`src/rtl/mem_ctrl.sv`:
```
// mem_ctrl: byte-serial RAM controller shared by instruction fetch and the
// MEM stage. Loads, stores and fetches are split into 1/2/4 byte RAM
// accesses; the RAM returns read data one cycle after the address.
module mem_ctrl (
   input  logic        clk_in,
   input  logic        rst_in,
   input  logic        rdy_in,
   input  logic        if_req,
   input  logic [31:0] if_addr,
   output logic        if_done,
   output logic [31:0] if_inst,
   input  logic        mem_req,
   input  logic        mem_wr_req,
   input  logic [1:0]  mem_len,
   input  logic [31:0] mem_addr,
   input  logic [31:0] mem_wdata,
   output logic        mem_done,
   output logic [31:0] mem_rdata,
   input  logic        flush_in,
   input  logic [7:0]  ram_din,
   output logic [7:0]  ram_dout,
   output logic [31:0] ram_a,
   output logic        ram_wr
);

   localparam int unsigned AW = 32;
   localparam int unsigned DW = 32;
   localparam int unsigned BW = 8;
   localparam int unsigned CW = 3;

   typedef enum logic [1:0] {
      IDLE,
      IF_RD,
      MEM_RD,
      MEM_WR
   } state_e;

   state_e        state_q, state_d;
   logic [CW-1:0] cnt_q, cnt_d;
   logic [CW-1:0] nbytes_q, nbytes_d;
   logic [AW-1:0] addr_q, addr_d;
   logic [AW-1:0] ram_a_q, ram_a_d;
   logic [DW-1:0] wdata_q, wdata_d;
   logic [DW-1:0] data_q, data_d;
   logic [DW-1:0] if_inst_q, if_inst_d;
   logic [DW-1:0] mem_rdata_q, mem_rdata_d;

   logic [AW-1:0] issue_addr;
   logic [DW-1:0] capt_word;
   logic [DW-1:0] rd_word;

   // Address of the byte issued this cycle; cnt_q counts bytes already issued.
   assign issue_addr = addr_q + AW'(cnt_q);

   // Byte arriving now belongs to the previously issued address (cnt_q - 1).
   assign capt_word = data_q | (DW'(ram_din) << {2'(cnt_q - CW'(1)), 3'b000});

   // Completed read word: collected bytes plus the final byte still on ram_din.
   assign rd_word = data_q | (DW'(ram_din) << {2'(nbytes_q - CW'(1)), 3'b000});

   // State and datapath registers; rdy_in gating is folded into the _d logic.
   always_ff @(posedge clk_in or posedge rst_in) begin
      if (rst_in) begin
         state_q     <= IDLE;
         cnt_q       <= '0;
         nbytes_q    <= '0;
         addr_q      <= '0;
         ram_a_q     <= '0;
         wdata_q     <= '0;
         data_q      <= '0;
         if_inst_q   <= '0;
         mem_rdata_q <= '0;
      end else begin
         state_q     <= state_d;
         cnt_q       <= cnt_d;
         nbytes_q    <= nbytes_d;
         addr_q      <= addr_d;
         ram_a_q     <= ram_a_d;
         wdata_q     <= wdata_d;
         data_q      <= data_d;
         if_inst_q   <= if_inst_d;
         mem_rdata_q <= mem_rdata_d;
      end
   end

   // Arbitration, byte sequencing and completion; a paused cycle keeps all state.
   always_comb begin
      state_d     = state_q;
      cnt_d       = cnt_q;
      nbytes_d    = nbytes_q;
      addr_d      = addr_q;
      ram_a_d     = ram_a_q;
      wdata_d     = wdata_q;
      data_d      = data_q;
      if_inst_d   = if_inst_q;
      mem_rdata_d = mem_rdata_q;
      if_done     = 1'b0;
      mem_done    = 1'b0;
      if_inst     = if_inst_q;
      mem_rdata   = mem_rdata_q;
      ram_a       = ram_a_q;
      ram_dout    = '0;
      ram_wr      = 1'b0;

      if (rdy_in) begin
         case (state_q)
            IDLE: begin
               if (mem_req) begin
                  state_d = mem_wr_req ? MEM_WR : MEM_RD;
                  addr_d  = mem_addr;
                  wdata_d = mem_wdata;
                  cnt_d   = '0;
                  data_d  = '0;
                  case (mem_len)
                     2'b00:   nbytes_d = CW'(1);
                     2'b01:   nbytes_d = CW'(2);
                     default: nbytes_d = CW'(4);
                  endcase
               end else if (if_req && !flush_in) begin
                  state_d  = IF_RD;
                  addr_d   = if_addr;
                  cnt_d    = '0;
                  data_d   = '0;
                  nbytes_d = CW'(4);
               end
            end

            IF_RD, MEM_RD: begin
               if ((state_q == IF_RD) && flush_in) begin
                  state_d = IDLE;
               end else if (cnt_q == nbytes_q) begin
                  state_d = IDLE;
                  if (state_q == IF_RD) begin
                     if_done   = 1'b1;
                     if_inst   = rd_word;
                     if_inst_d = rd_word;
                  end else begin
                     mem_done    = 1'b1;
                     mem_rdata   = rd_word;
                     mem_rdata_d = rd_word;
                  end
               end else begin
                  ram_a   = issue_addr;
                  ram_a_d = issue_addr;
                  cnt_d   = cnt_q + CW'(1);
                  if (cnt_q != '0) begin
                     data_d = capt_word;
                  end
               end
            end

            MEM_WR: begin
               if (cnt_q == nbytes_q) begin
                  state_d  = IDLE;
                  mem_done = 1'b1;
               end else begin
                  ram_a    = issue_addr;
                  ram_a_d  = issue_addr;
                  ram_dout = BW'(wdata_q >> {cnt_q[1:0], 3'b000});
                  ram_wr   = 1'b1;
                  cnt_d    = cnt_q + CW'(1);
               end
            end

            default: state_d = IDLE;
         endcase
      end
   end

endmodule

```
`config.mk`:
```
export PLATFORM = sky130hd
export DESIGN_NAME = mem_ctrl
export DESIGN_NICKNAME = d
export VERILOG_FILES = /design/src/rtl/mem_ctrl.sv
export SDC_FILE = /design/constraint.sdc
export NUM_CORES = 1
export LEC_CHECK = 0
export ABC_CLOCK_PERIOD_IN_PS = 8200
export CAP_MARGIN = 0
export CORE_MARGIN = 5
export CORE_UTILIZATION = 40
export DETAILED_ROUTE_END_ITERATION = 10
export PLACE_DENSITY = 0.78
export SLEW_MARGIN = 0
export SYNTH_ARGS = -nofsm -noshare
export SYNTH_HDL_FRONTEND = slang
export SYNTH_SLANG_ARGS = --single-unit
```
`constraint.sdc`:
```
create_clock -name clk_in -period 8.2 [get_ports clk_in]
set_clock_uncertainty 0.1 [all_clocks]
set_input_delay 0.82 -clock clk_in [delete_from_list [all_inputs] [get_ports clk_in]]
set_output_delay 0.82 -clock clk_in [all_outputs]
set_load 0.005 [all_outputs]
```
# ---- After elaboration in Yosys (flattened, before gate mapping)
# Cells that the tools add are included.
dict set report totals {
  in_bits 113
  reg_bits 200
  mem_count 0
  mem_bits_rw 0
  latchBits 0
  output_inout_bits 107
  rom_bits 0
  wordCells 94
}
dict set report classes {
  mux 53
  multipliers 0
  div 0
  reduce_logical 14
  eq_ne 9
  n_shift 3
  n_lt_le_gt_ge 0
  bitwise 2
  n_addsub 4
}
# op count
set ops {}
lappend ops {{32-bit 2-to-1 mux} 20}
lappend ops {{32-bit case mux with 2 select lines} 2}
lappend ops {{32-bit OR} 2}
lappend ops {{8-bit by 5-bit << shifter with 32-bit output} 2}
lappend ops {{32-bit by 3-bit adder with 32-bit output} 1}
lappend ops {{32-bit by 5-bit right shift with 8-bit output} 1}
lappend ops {{8-bit 2-to-1 mux} 3}
lappend ops {{3-bit 2-to-1 mux} 6}
lappend ops {{1-bit 2-to-1 mux} 14}
lappend ops {{3-bit case mux with 3 select lines} 1}
lappend ops {{3-bit AND reduction} 3}
lappend ops {{2-bit 2-to-1 mux} 4}
lappend ops {{2-bit != test (second input constant)} 3}
lappend ops {{2-bit case mux with 3 select lines} 1}
lappend ops {{3-bit case mux with 2 select lines} 1}
lappend ops {{6-bit AND reduction} 1}
lappend ops {{2-bit by 1-bit == test with 1-bit output (second input constant)} 2}
lappend ops {{2-bit == test (second input constant)} 2}
lappend ops {{2-bit zero test} 2}
lappend ops {{2-bit nonzero test} 2}
lappend ops {{2-bit by 1-bit subtractor with 2-bit output (second input constant)} 2}
lappend ops {{3-bit by 1-bit adder with 3-bit output (second input constant)} 1}
lappend ops {{3-bit == test} 1}
lappend ops {{3-bit != test (second input constant)} 1}
lappend ops {{other kinds (6)} 7}

# ---- Longest topological paths before layout
dict set report logic_depth {
  word_depth 8
  depth_mapped 8
  mapped_depth_nobuf 8
}

# ---- Worst setup path before layout
# OpenSTA, ideal clock, no wires.
dict set report synth_path {
  path_type {input to output}
  from {in rdy_in}
  to {out if_inst[14]}
  arrival_time_ns 2.083
  path_stages 6
  path_slack_ns 5.197
  t_required_ns 7.280
  n_path_buf 3
  cell_sequence {clkbuf_1 nand2_1 or4b_1 clkbuf_1 buf_2 o21ai_1}
}
dict set report synth_between {
  elab_chain_cells 1
}
# item line_no
set synth_lines {}
lappend synth_lines {{start, declared} 7} ;# input logic rdy_in,
lappend synth_lines {{32-bit 2-to-1 mux} 105} ;# if (rdy_in) begin
lappend synth_lines {{end, declared} 11} ;# output logic [31:0] if_inst,
# Every way passes these cells.

# ---- Worst setup path after layout
dict set report layout_path {
  from {reg cnt_q[0]}
  to {out ram_a[15]}
}
dict set report layout_between {
  elab_chain_cells 5
  elab_cells_between_ends 6
  classes_between {add/sub (1); eq/ne (1); mux (4)}
}
# item line_no
set layout_lines {}
lappend layout_lines {{start, declared} 39} ;# logic [CW-1:0] cnt_q, cnt_d;
lappend layout_lines {{start signal, assigned} 75} ;# cnt_q <= cnt_d;
lappend layout_lines {{32-bit by 3-bit adder with 32-bit output / 3-bit == test (equally long branches)} {53, 131, 153}}
lappend layout_lines {{32-bit 2-to-1 mux (*)} {131, 153}}
lappend layout_lines {{32-bit 2-to-1 mux} 129} ;# if ((state_q == IF_RD) && flush_in) begin
lappend layout_lines {{32-bit case mux with 2 select lines (*)} n/a}
lappend layout_lines {{32-bit 2-to-1 mux (*)} n/a}
lappend layout_lines {{end, declared} 22} ;# output logic [31:0] ram_a,
# Every way passes the cells marked *; elsewhere a longest branch is shown, timed or not.

==> results.sh <==
export IMPL_status="complete, no violations"
export IMPL_synth_seq_cells=200
export IMPL_grt_max_degree=143
export IMPL_vias=6682
export IMPL_die_w_um=159.6
export IMPL_cts_tree="done"
export IMPL_critPathCaptureType="output port"
export IMPL_synthTopCellsByCount="dfrtp_1 (200), nand2_1 (113), o21ai_0 (84)"
export IMPL_rows=54
export IMPL_power_density_mw_per_mm2=339.1
export IMPL_dp_hpwl_um=16360
export IMPL_maxCapViolCount=0
export IMPL_detailedRoute_firstIterationViolations=432
export IMPL_track_usage_pct=18.16
export IMPL_h_tree_depth=4
export IMPL_die_height_um=159.6
export IMPL_cp_start_kind="flip-flop"
export IMPL_maxSlewViolCount=0
export IMPL_cts_resized=0
export IMPL_synth_area_mm2=0.008946
export IMPL_final_cells=1277
export IMPL_critPathArrivalTime_ps=3910
export IMPL_grt_pass1_wl_um=37440
export IMPL_clock_sinks=200
export IMPL_antenna_found_initial=1
export IMPL_syn_avg_cell_area_um2=11.24
export IMPL_yosysWarnings=0
export IMPL_synth_edf_count=0
export IMPL_setup_viol=0
export IMPL_cp_data_required_time_ps=7280
export IMPL_core_mm2=0.02189
export IMPL_synth_nets=918
export IMPL_vias_per_cell=5.233
export IMPL_yosysUniqueCellTypes=54
export IMPL_hold_violations=0
export IMPL_post_cts_buffers=0
export IMPL_synth_cells=796
export IMPL_grt_pass1_vias=6773
export IMPL_clock_latency_ps=440
export IMPL_max_freq_ghz=0.2072
export IMPL_synthArstFlopShare_pct=100.0
export IMPL_syn2layout_area_growth_pct=33.06
export IMPL_first_pass_iters=5
export IMPL_cts_buffers=17
export IMPL_holdBufCountCts=0
export IMPL_critPathTopFamily="simple AND/OR/NAND/NOR gates"
export IMPL_drc_errors=0
export IMPL_drive_gt1_share_pct=10.24
export IMPL_nets=1105
export IMPL_rsz0062_at_grt="false"
export IMPL_synth_seq_area_share_pct=55.94
export IMPL_crit_chain="xnor2_1, and3_1, nor2_1, nand2_1, o2bb2ai_1, clkdlybuf4s50_1"
export IMPL_dp_cells=1244
export IMPL_gr_usage_met2_pct=29.02
export IMPL_ant_nets=0
export IMPL_globalplace_congestion=0.8222
export IMPL_critical_path_max_fanout=31
export IMPL_die_area_mm2=0.02546
export IMPL_tightest_slew_ps=1238
export IMPL_reg2reg_slack_ps=5100
export IMPL_slowest_delay_ps=930
export IMPL_fin_setup_tns_ps=0
export IMPL_fin_util_pct=54.38
export IMPL_crit_type="flip-flop to output port"
export IMPL_busiest_layer="met2"
export IMPL_grt_ovfl_total=0
export IMPL_yosysMostFrequentCell="dfrtp_1"
export IMPL_ctsRootBufferMaster="clkbuf_16"
export IMPL_clk_path_buf_depth=2
export IMPL_grt_met1_usage_pct=24.45
export IMPL_routed_wl_um=23190
export IMPL_synth_main_ff_cell="dfrtp_1"
export IMPL_crit_slowest_cell="dfrtp_1"
export IMPL_fill_cells=1909
export IMPL_p_leak_nw=4.988
export IMPL_hp_class="flip-flop to flip-flop"
export IMPL_start_util_pct=40.87
export IMPL_path_clk_slew_ps=90
export IMPL_min_period_over_period_pct=58.85
export IMPL_fin_crit_ps=4825
export IMPL_routedWlPerCell_um=18.16
export IMPL_port_buffers=219
export IMPL_synthTopCellsByArea="dfrtp_1 (56%), nand2_1 (4.7%), o21ai_0 (4.7%), mux2_2 (4.0%), mux2i_1 (3.6%)"
export IMPL_ioPinCount=220
export IMPL_total_power_mw=4.036
export IMPL_path_buf_inv=1
export IMPL_irDropWorstVdd_mv=0.1528
export IMPL_synth_top_area_share_pct=55.94
export IMPL_relSlewSlack_pct=17.25
export IMPL_gr_usage_met3_pct=5.126
export IMPL_yosysTopAreaCell="dfrtp_1"
per-layer routing:
| layer | share of wire [%] | wire (µm) |
|---|---|---|
| met1 | 44 | 10300 |
| met2 | 48 | 11130 |
| met3 | 6.1 | 1421 |
| met4 | 1.5 | 340 |
| met5 | 0 | 0 |
per-stage QoR:
step           cell area [µm²]  setup WS, ps  hold WS, ps
2_1_floorplan             8946          1826        353.8
3_3_place_gp             11300          3812        371.8
3_5_place_dp             11300          3692        374.5
4_1_cts                  11900          3256        394.6
5_1_grt                  11900          3060        411.5
6_report                 11900          3375        394.0
layout by cell type (no fill, tap or decap), types with 13 or more instances in the layout:
| cell | n |
|---|---|
| o21ai_0 | 84 |
| nor2b_1 | 14 |
| clkdlybuf4s50_1 | 218 |
| xnor2_1 | 22 |
| inv_1 | 13 |
| nor2_1 | 13 |
| a21oi_1 | 37 |
| mux2_2 | 32 |
| o2bb2ai_1 | 28 |
| dfrtp_1 | 200 |
| mux2i_1 | 32 |
| clkbuf_16 | 17 |
| o21ai_1 | 17 |
| a22o_1 | 33 |
| nand2_1 | 113 |
worst paths after layout:
kind | startpoint | endpoint | cells after the start
max | cnt_q[0]$_DFFE_PP0P_ | ram_a[15] | 6
min | mem_rdata_q[12]$_DFF_PP0_ | mem_rdata_q[12]$_DFF_PP0_ | 2
max reg2reg | cnt_q[0]$_DFFE_PP0P_ | ram_a_q[15]$_DFF_PP0_ | 5
min reg2reg | mem_rdata_q[12]$_DFF_PP0_ | mem_rdata_q[12]$_DFF_PP0_ | 2
max in group asynchronous | rst_in | addr_q[31]$_DFFE_PP0P_ | 3
min in group asynchronous | rst_in | if_inst_q[21]$_DFF_PP0_ | 2
cell type report:
cell class / count / area, µm² / area share [%]
diodes: 1 / 2.502 / 0.02102
clock buffers: 17 / 425.4 / 3.574
clock inverters: 15 / 173.9 / 1.461
inverters: 14 / 60.06 / 0.5045
multi-input cells: 526 / 3662 / 30.77
flip-flops and latches: 200 / 5005 / 42.04
well taps: 280 / 350.3 / 2.943
repair buffers: 224 / 2225 / 18.69
kinds of logic (layout without fill, tap and decap cells):
logic type | count (synthesis) | in the layout | share of synthesized area, %
AOI/OAI and AO/OA | 214 | 214 | 15.31
muxes | 72 | 72 | 9.622
other | 0 | 1 | 0
and+or+nand+nor | 198 | 198 | 11.36
DFF | 200 | 200 | 55.94
xor gates and xnor gates | 33 | 33 | 3.231
buffers and inverters | 70 | 270 | 3.189
adders and majority gates | 9 | 9 | 1.343
state kept, by name, indices dropped and copies added, names as in the netlist:
name and cells:
data_q 32, if_inst_q 32, ram_a_q 32, addr_q 32, state_q 2, nbytes_q 3, wdata_q 32, mem_rdata_q 32
cnt_q 3
power by group:
| group | switching [mW] | total [mW] | internal, mW | leakage (nW) |
|---|---|---|---|---|
| sequential | 0.258 | 1.64 | 1.38 | 2.62 |
| combinational | 0.724 | 1.56 | 0.832 | 2.08 |
| clock | 0.431 | 0.845 | 0.414 | 0.290 |
tightest hold or removal path, stage by stage, from the launching register on:
cell and delay (ps):
dfrtp_1 330, nand2_1 40, o21ai_0 80
Note: power is estimated with default switching activity, not from simulation.
